--- config.mk ---
export PLATFORM = sky130hd
export DESIGN_NAME = elbeth_trap_sequencer
export DESIGN_NICKNAME = d
export VERILOG_FILES = /design/src/rtl/elbeth_definitions.sv /design/src/rtl/elbeth_trap_sequencer.sv
export SDC_FILE = /design/constraint.sdc
export NUM_CORES = 1
export LEC_CHECK = 0
export ABC_CLOCK_PERIOD_IN_PS = 1900
export CORE_MARGIN = 5
export CORE_UTILIZATION = 34
export DETAILED_ROUTE_END_ITERATION = 10
export PLACE_DENSITY_LB_ADDON = 0.3
export SLEW_MARGIN = 20
export SYNTH_ARGS = -nofsm -noshare
export SYNTH_HDL_FRONTEND = slang
export SYNTH_SLANG_ARGS = --single-unit
export TNS_END_PERCENT = 30
--- constraint.sdc ---
create_clock -name clk -period 1.9 [get_ports clk]
set_input_delay 0.285 -clock clk [delete_from_list [all_inputs] [get_ports clk]]
set_output_delay 0.285 -clock clk [all_outputs]
set_load 0.01 [all_outputs]
--- src/rtl/elbeth_definitions.sv ---
// elbeth_definitions: shared state encoding, CSR addresses and exception codes for the trap sequencer
package elbeth_definitions;
  localparam logic [2:0] ST_IDLE       = 3'd0;
  localparam logic [2:0] ST_DRAIN      = 3'd1;
  localparam logic [2:0] ST_SAVE_EPC   = 3'd2;
  localparam logic [2:0] ST_SAVE_CAUSE = 3'd3;
  localparam logic [2:0] ST_TRAP_JUMP  = 3'd4;
  localparam logic [2:0] ST_ERET_JUMP  = 3'd5;
  localparam logic [11:0] CSR_MEPC   = 12'h341;
  localparam logic [11:0] CSR_MCAUSE = 12'h342;
  localparam logic [3:0] ECODE_ILLEGAL = 4'h2;
  localparam logic [3:0] ECODE_EBREAK  = 4'h3;
  localparam logic [3:0] ECODE_ECALL_M = 4'hb;
  typedef enum logic {KIND_TRAP = 1'b0, KIND_ERET = 1'b1} trap_kind_e;
endpackage

--- src/rtl/elbeth_trap_sequencer.sv ---
// elbeth_trap_sequencer: drains EX, saves mepc/mcause and redirects the PC on traps and ERET
module elbeth_trap_sequencer
  import elbeth_definitions::*;
#(
  parameter int          DRAIN_LIMIT   = 16,
  parameter logic [31:0] MTVEC_DEFAULT = 32'h0000_0100
) (
  input  logic        clk,
  input  logic        rst,
  input  logic        id_except_valid,
  input  logic [3:0]  id_except_src,
  input  logic        id_eret,
  input  logic [31:0] id_pc,
  input  logic        ex_busy,
  input  logic [31:0] csr_mtvec,
  input  logic        csr_mtvec_valid,
  input  logic [31:0] csr_mepc,
  output logic        csr_wr_en,
  output logic [11:0] csr_wr_addr,
  output logic [31:0] csr_wr_data,
  output logic        pipe_stall,
  output logic        pipe_flush,
  output logic        pc_redirect,
  output logic [31:0] pc_target,
  output logic        prv_push,
  output logic        prv_pop,
  output logic        trap_busy,
  output logic        drain_timeout
);
  localparam int CW = DRAIN_LIMIT > 1 ? $clog2(DRAIN_LIMIT) : 1;
  localparam logic [CW-1:0] CNT_MAX = CW'(DRAIN_LIMIT - 1);
  logic [2:0]    r_state;
  logic [CW-1:0] r_cnt;
  logic [31:0]   r_pc;
  logic [3:0]    r_cause;
  trap_kind_e    r_kind;
  logic          w_cnt_max;
  assign w_cnt_max = r_cnt == CNT_MAX;
  always_ff @(posedge clk) begin
    if (rst) begin
      r_state <= ST_IDLE;
      r_cnt   <= '0;
      r_pc    <= '0;
      r_cause <= '0;
      r_kind  <= KIND_TRAP;
    end else begin
      case (r_state)
        ST_IDLE: begin
          r_cnt <= '0;
          if (id_except_valid) begin
            r_pc    <= id_pc;
            r_cause <= id_except_src;
            r_kind  <= KIND_TRAP;
            r_state <= ST_DRAIN;
          end else if (id_eret) begin
            r_kind  <= KIND_ERET;
            r_state <= ST_DRAIN;
          end
        end
        ST_DRAIN: begin
          // The counter saturates at the limit, where the timeout forces the exit anyway
          if (ex_busy && !w_cnt_max) r_cnt <= r_cnt + 1'b1;
          if (!ex_busy || w_cnt_max) r_state <= r_kind == KIND_TRAP ? ST_SAVE_EPC : ST_ERET_JUMP;
        end
        ST_SAVE_EPC:   r_state <= ST_SAVE_CAUSE;
        ST_SAVE_CAUSE: r_state <= ST_TRAP_JUMP;
        default:       r_state <= ST_IDLE;
      endcase
    end
  end
  always_comb begin
    trap_busy     = r_state != ST_IDLE;
    pipe_stall    = r_state != ST_IDLE;
    csr_wr_en     = r_state == ST_SAVE_EPC || r_state == ST_SAVE_CAUSE;
    csr_wr_addr   = r_state == ST_SAVE_EPC ? CSR_MEPC : r_state == ST_SAVE_CAUSE ? CSR_MCAUSE : 12'h0;
    csr_wr_data   = r_state == ST_SAVE_EPC ? r_pc : r_state == ST_SAVE_CAUSE ? {28'b0, r_cause} : 32'h0;
    pc_redirect   = r_state == ST_TRAP_JUMP || r_state == ST_ERET_JUMP;
    pipe_flush    = r_state == ST_TRAP_JUMP || r_state == ST_ERET_JUMP;
    prv_push      = r_state == ST_TRAP_JUMP;
    prv_pop       = r_state == ST_ERET_JUMP;
    pc_target     = r_state == ST_TRAP_JUMP ? (csr_mtvec_valid ? csr_mtvec : MTVEC_DEFAULT) :
                    r_state == ST_ERET_JUMP ? csr_mepc : 32'h0;
    drain_timeout = r_state == ST_DRAIN && w_cnt_max;
  end
endmodule

==> results of run 1 <==
[layer usage]
metal | track usage (%) | routed length, um | share of wire, %
met1 | 21.01 | 3609 | 34
met2 | 39.13 | 5016 | 48
met3 | 8.366 | 1241 | 12
met4 | 14.54 | 679 | 6.4
met5 | 0 | 0 | 0
[worst max-delay path, delay by kind of cell, from the launching register on]
| kind | cells | cell delay [ps] |
|---|---|---|
| buffers and inverters | 4 | 510 |
| and+or+nand+nor | 2 | 370 |
| DFF | 1 | 330 |
| AOI/OAI and AO/OA | 1 | 170 |
[placed cells by master, fill, tap and decap left out, types with 7 or more instances in the layout]
cell and count:
buf_2 29, nand2_1 73, a21oi_1 38, buf_6 15, conb_1 7, and2_1 27
buf_4 18, nor2_1 8, clkdlybuf4s50_1 106, clkbuf_2 24, a22o_1 31, dlygate4sd2_1 14
dfxtp_1 41
[repair_timing]
action                                  4_1_cts  5_1_grt
pin swaps                                     1        3
gates cloned                                  5        0
endpoints found under the setup margin       75       52
setup buffers                                 8        1
gates resized for setup                     200       69
[area by class of cell]
cell class              count  area (um2)
well taps                  99       123.9
flip-flops and latches     44       884.6
clock inverters             2       12.51
fillers                   660        2801
multi-input cells         229        1369
repair buffers            214        1904
clock buffers               5       68.82
inverters                   3       11.26
[power by group through the flow]
stage | Sequential, mW | Combinational, mW | Clock [mW]
after floorplan | 1.05 | 0.367 | 0
after global placement | 1.05 | 0.724 | 0
after detailed placement | 1.06 | 0.732 | 0
after CTS | 1.04 | 0.758 | 0.585
after global routing | 1.05 | 0.818 | 0.621
final | 1.04 | 0.757 | 0.570
[sequential cells by signal (all words and copies together) (netlist names)]
signal / count
r_cnt: 4
r_kind: 1
r_cause: 4
r_pc: 32
r_state: 3
[cells by family (layout without fill, tap and decap cells)]
kind of cell | after synthesis | count (layout) | share of synthesized area, %
and+or+nand+nor | 141 | 141 | 29.40
AOI/OAI and AO/OA | 74 | 74 | 20.22
DFF | 44 | 44 | 35.68
buffers and inverters | 41 | 224 | 11.56
muxes | 6 | 6 | 2.484
adders and majority gates | 1 | 1 | 0.5068
other | 1 | 7 | 0.1519
[final timing paths]
kind | endpoint | depth (start not counted) | slack, ps | startpoint
setup reg to reg | r_cause[1] | 5 | 300 | r_state[0]
hold reg to reg | r_pc[14] | 2 | 450 | r_pc[14]
setup / recovery | pc_target[0] | 7 | -60 | r_state[1]
hold / removal | r_pc[14] | 2 | 450 | r_pc[14]
==> impl_metrics.env, run 1 <==
export IMPL_outcome="finished with violations"
export IMPL_violations="negative setup slack"
export IMPL_grt_pass1_vias=2986
export IMPL_yosysTopAreaCell="dfxtp_1"
export IMPL_antenna_found_initial=0
export IMPL_overflow=0
export IMPL_wire_per_inst_um=17.69
export IMPL_power_total_mw=2.367
export IMPL_yosysMostFrequentCell="nand2_1"
export IMPL_grt_setup_unrepaired="yes"
export IMPL_max_freq_ghz=0.5101
export IMPL_hold_viol=0
export IMPL_antenna_cells=0
export IMPL_finalMaxSlewViolations=0
export IMPL_cts_buffer_depth=2
export IMPL_wl_um=10550
export IMPL_die_h_um=95.21
export IMPL_clockPowerShare_pct=24.1
export IMPL_final_layout_size_suffix_gt1_share_pct=22.74
export IMPL_dp_slack_ps=-327.1
export IMPL_synthTopCellsByArea="dfxtp_1 36%, nand2_1 11%, a22o_1 11%, a21oi_1 7.7%, and2_1 7.6%"
export IMPL_core_mm2=0.007176
export IMPL_syn_inst=308
export IMPL_clock_sinks=44
export IMPL_vias=2940
export IMPL_ir_drop_mv=0.4530
export IMPL_hold_path_class="reg -> reg"
export IMPL_yosysUniqueCellTypes=36
export IMPL_synth_top_area_share_pct=35.68
export IMPL_place_area_mm2=0.004340
export IMPL_track_usage_pct=22.03
export IMPL_fp_dieArea_mm2=0.009065
export IMPL_dp_cells=575
export IMPL_grt_max_degree=38
export IMPL_vias_per_cell=4.933
export IMPL_power_leakage_nw=1.977
export IMPL_p_seq_share_pct=44.0
export IMPL_critPathKind="reg -> out"
export IMPL_syn_mean_instance_area_um2=8.015
export IMPL_critPathMaxFanout=7
export IMPL_clk_latency_ps=300
export IMPL_pwr_share_comb_pct=32.0
export IMPL_fin_crit_sh_pct=103.2
export IMPL_cpMostUsedCell="buf_6"
export IMPL_slowest_delay_ps=330
export IMPL_grt_pass1_wl_um=15270
export IMPL_cp_arrival_ps=1680
export IMPL_p_per_area_mw_per_mm2=541.1
export IMPL_synth_commonest_cells="73 x nand2_1, 44 x dfxtp_1, 38 x a21oi_1, 31 x a22o_1, 30 x and2_1"
export IMPL_crit_path_cell_trace="nand2b_4 -> nor3b_4 -> buf_6 -> buf_6 -> buf_6 -> a22o_1 -> buf_6"
export IMPL_die_w_um=95.21
export IMPL_cp_required_ps=1620
export IMPL_yosysSeqAreaShare_pct=35.68
export IMPL_cts_root_buf="clkbuf_8"
export IMPL_end_kind="output pin"
export IMPL_htreeDepth=2
export IMPL_ys_warn_count=0
export IMPL_rows=31
export IMPL_cts_made_buffers=5
export IMPL_synth_edff_count=0
export IMPL_tns_ps=-288.4
export IMPL_finalCriticalPeriod_ps=1960
export IMPL_cts_tree="built"
export IMPL_netlist_area_mm2=0.002469
export IMPL_path_clk_slew_ps=80
export IMPL_drt_initial_drc_count=116
export IMPL_port_buffers=182
export IMPL_finalClockSkew_ps=7.855
export IMPL_p_int_mw=1.672
export IMPL_utilization_pct=60.96
export IMPL_start_kind="flip-flop"
export IMPL_drt_pass1_iter_count=4
export IMPL_final_instance_count_excl_fill=596
export IMPL_hpwlAfterDp_um=7728
export IMPL_async_flop_share_pct=0
export IMPL_area_delta_synth_final_pct=77.19
export IMPL_ios=190
export IMPL_ys_ff_latch=44
export IMPL_synth_flop_cell="dfxtp_1"
export IMPL_start_util_pct=34.40
export IMPL_worst_slack_ps=-60.27
export IMPL_finalWeightedCongestion=0.8411
export IMPL_fin_area_mm2=0.004374
export IMPL_p_sw_share_pct=29.35
export IMPL_max_cap_violations=0
export IMPL_drc=0
export IMPL_hold_ws_ps=451.1
export IMPL_setup_violations_final=8
export IMPL_switchingPower_mw=0.6947
export IMPL_nets=604
export IMPL_cts_hold_buffers_added=0
export IMPL_final_antenna_net_count=0
export IMPL_critical_path_slowest_cell="dfxtp_2"
Power figures use the tool's default switching activity.
==> run 2, diff against run 1 <==
--- a/config.mk
+++ b/config.mk
@@ -7,7 +7,7 @@
 export LEC_CHECK = 0
 export ABC_CLOCK_PERIOD_IN_PS = 1900
 export CORE_MARGIN = 5
-export CORE_UTILIZATION = 34
+export CORE_UTILIZATION = 30
 export DETAILED_ROUTE_END_ITERATION = 10
 export PLACE_DENSITY_LB_ADDON = 0.3
 export SLEW_MARGIN = 20
==> run 2 against run 1 <==
Net effect: the flow still finishes with violations (negative setup slack); die area increased by 12%; clock power down 2%; critical path type unchanged; clock skew shrank 0.87 ps; highest routed layer unchanged; non-clock buffer count up 2.
==> impl_metrics.env, run 2 (synthesis results as in run 1) <==
export IMPL_p_per_area_mw_per_mm2=538.2
export IMPL_vias=2908
export IMPL_max_freq_ghz=0.5255
export IMPL_fin_crit_sh_pct=100.2
export IMPL_core_mm2=0.008134
export IMPL_cp_required_ps=1620
export IMPL_clk_latency_ps=290
export IMPL_drt_pass1_iter_count=4
export IMPL_dp_slack_ps=-300.4
export IMPL_drc=0
export IMPL_wire_per_inst_um=16.21
export IMPL_final_instance_count_excl_fill=604
export IMPL_start_util_pct=30.35
export IMPL_final_common_cell="clkdlybuf4s50_1"
export IMPL_final_layout_size_suffix_gt1_share_pct=22.44
export IMPL_clock_sinks=44
export IMPL_max_cap_violations=0
export IMPL_dp_cells=582
export IMPL_hold_viol=0
export IMPL_antenna_found_initial=0
export IMPL_track_usage_pct=18.22
export IMPL_start_kind="flip-flop"
export IMPL_tns_ps=-4.640
export IMPL_hold_path_class="reg -> reg"
export IMPL_hpwlAfterDp_um=7200
export IMPL_ios=190
export IMPL_worst_slack_ps=-2.867
export IMPL_die_w_um=100.7
export IMPL_grt_pass1_vias=2850
export IMPL_finalCriticalPeriod_ps=1903
export IMPL_finalClockSkew_ps=6.986
export IMPL_outcome="finished with violations"
export IMPL_rows=33
export IMPL_critPathKind="reg -> out"
export IMPL_nets=606
export IMPL_htreeDepth=2
export IMPL_fp_dieArea_mm2=0.01014
export IMPL_cts_tree="built"
export IMPL_place_area_mm2=0.004368
export IMPL_vias_per_cell=4.815
export IMPL_critPathMaxFanout=7
export IMPL_hold_ws_ps=453.3
export IMPL_cts_buffer_depth=2
export IMPL_ir_drop_mv=0.4473
export IMPL_cts_made_buffers=5
export IMPL_die_h_um=100.7
export IMPL_path_clk_slew_ps=80
export IMPL_wl_um=9791
export IMPL_grt_pass1_wl_um=14700
export IMPL_reg2reg_slack_ps=310
export IMPL_cp_arrival_ps=1620
export IMPL_port_buffers=182
export IMPL_num_fill_cells=779
export IMPL_grt_max_degree=37
export IMPL_antenna_cells=0
export IMPL_grt_setup_unrepaired="yes"
export IMPL_fin_area_mm2=0.004377
export IMPL_top_regs="r_pc: 32 flops, r_cause: 4 flops, r_cnt: 4 flops"
export IMPL_power_leakage_nw=1.997
export IMPL_largest_register_ffs=32
export IMPL_finalMaxSlewViolations=0
export IMPL_utilization_pct=53.81
export IMPL_final_antenna_net_count=0
export IMPL_regMostFlops="r_pc"
export IMPL_finalWeightedCongestion=0.8019
export IMPL_final_cell_mix="107 x clkdlybuf4s50_1, 73 x nand2_1, 56 x buf_2"
export IMPL_cts_root_buf="clkbuf_8"
export IMPL_end_kind="output pin"
export IMPL_power_total_mw=2.356
export IMPL_area_delta_synth_final_pct=77.29
export IMPL_drt_initial_drc_count=175
export IMPL_cts_hold_buffers_added=0
export IMPL_seq_area_um2=887.1
export IMPL_setup_violations_final=2
export IMPL_multi_input_area_mm2=0.001363
export IMPL_overflow=0
export IMPL_violations="negative setup slack"
run 2: final timing paths:
path | startpoint | end | depth (start not counted)
setup reg to reg | r_state[1] | r_pc[0] | 6
hold reg to reg | r_pc[12] | r_pc[12] | 2
hold / removal | r_pc[12] | r_pc[12] | 2
setup / recovery | r_state[1] | pc_target[22] | 7
run 2: layout make-up:
type	count	area share, %
tap	105	3.002
inverter	3	0.2573
clock inverter	2	0.2859
timing repair buffer	216	43.48
clock buffer	5	1.572
sequential	44	20.27
multi-input combinational	229	31.13
run 2: worst max-delay path, stage by stage (launching register included):
cell,delay (ps)
dfxtp_2,320
nand2b_4,160
nor3b_4,260
buf_6,150
buf_6,90
buf_6,110
a22o_1,120
buf_2,120
run 2: layer usage:
metal	global-route usage, %	up-vias	wire [um]
met5	0	-	0
met4	5.699	0	235
met3	5.813	14	1015
met2	32.30	139	4763
met1	20.65	1346	3777
li1	-	1409	-
run 2: repair_timing:
item / CTS / global route
hold endpoints to repair: 0 / 0
gates resized for setup: 252 / 25
pin swaps: 5 / 5
buffers inserted: 13 / 1
gates cloned: 3 / 0
setup endpoints to repair: 74 / 41
run 2: report_power, final:
part / switching [mW] / internal (mW) / leakage, nW / total [mW]
combinational: 0.324 / 0.430 / 1.60 / 0.754
clock: 0.311 / 0.249 / 0.0400 / 0.560
sequential: 0.0427 / 0.998 / 0.362 / 1.04
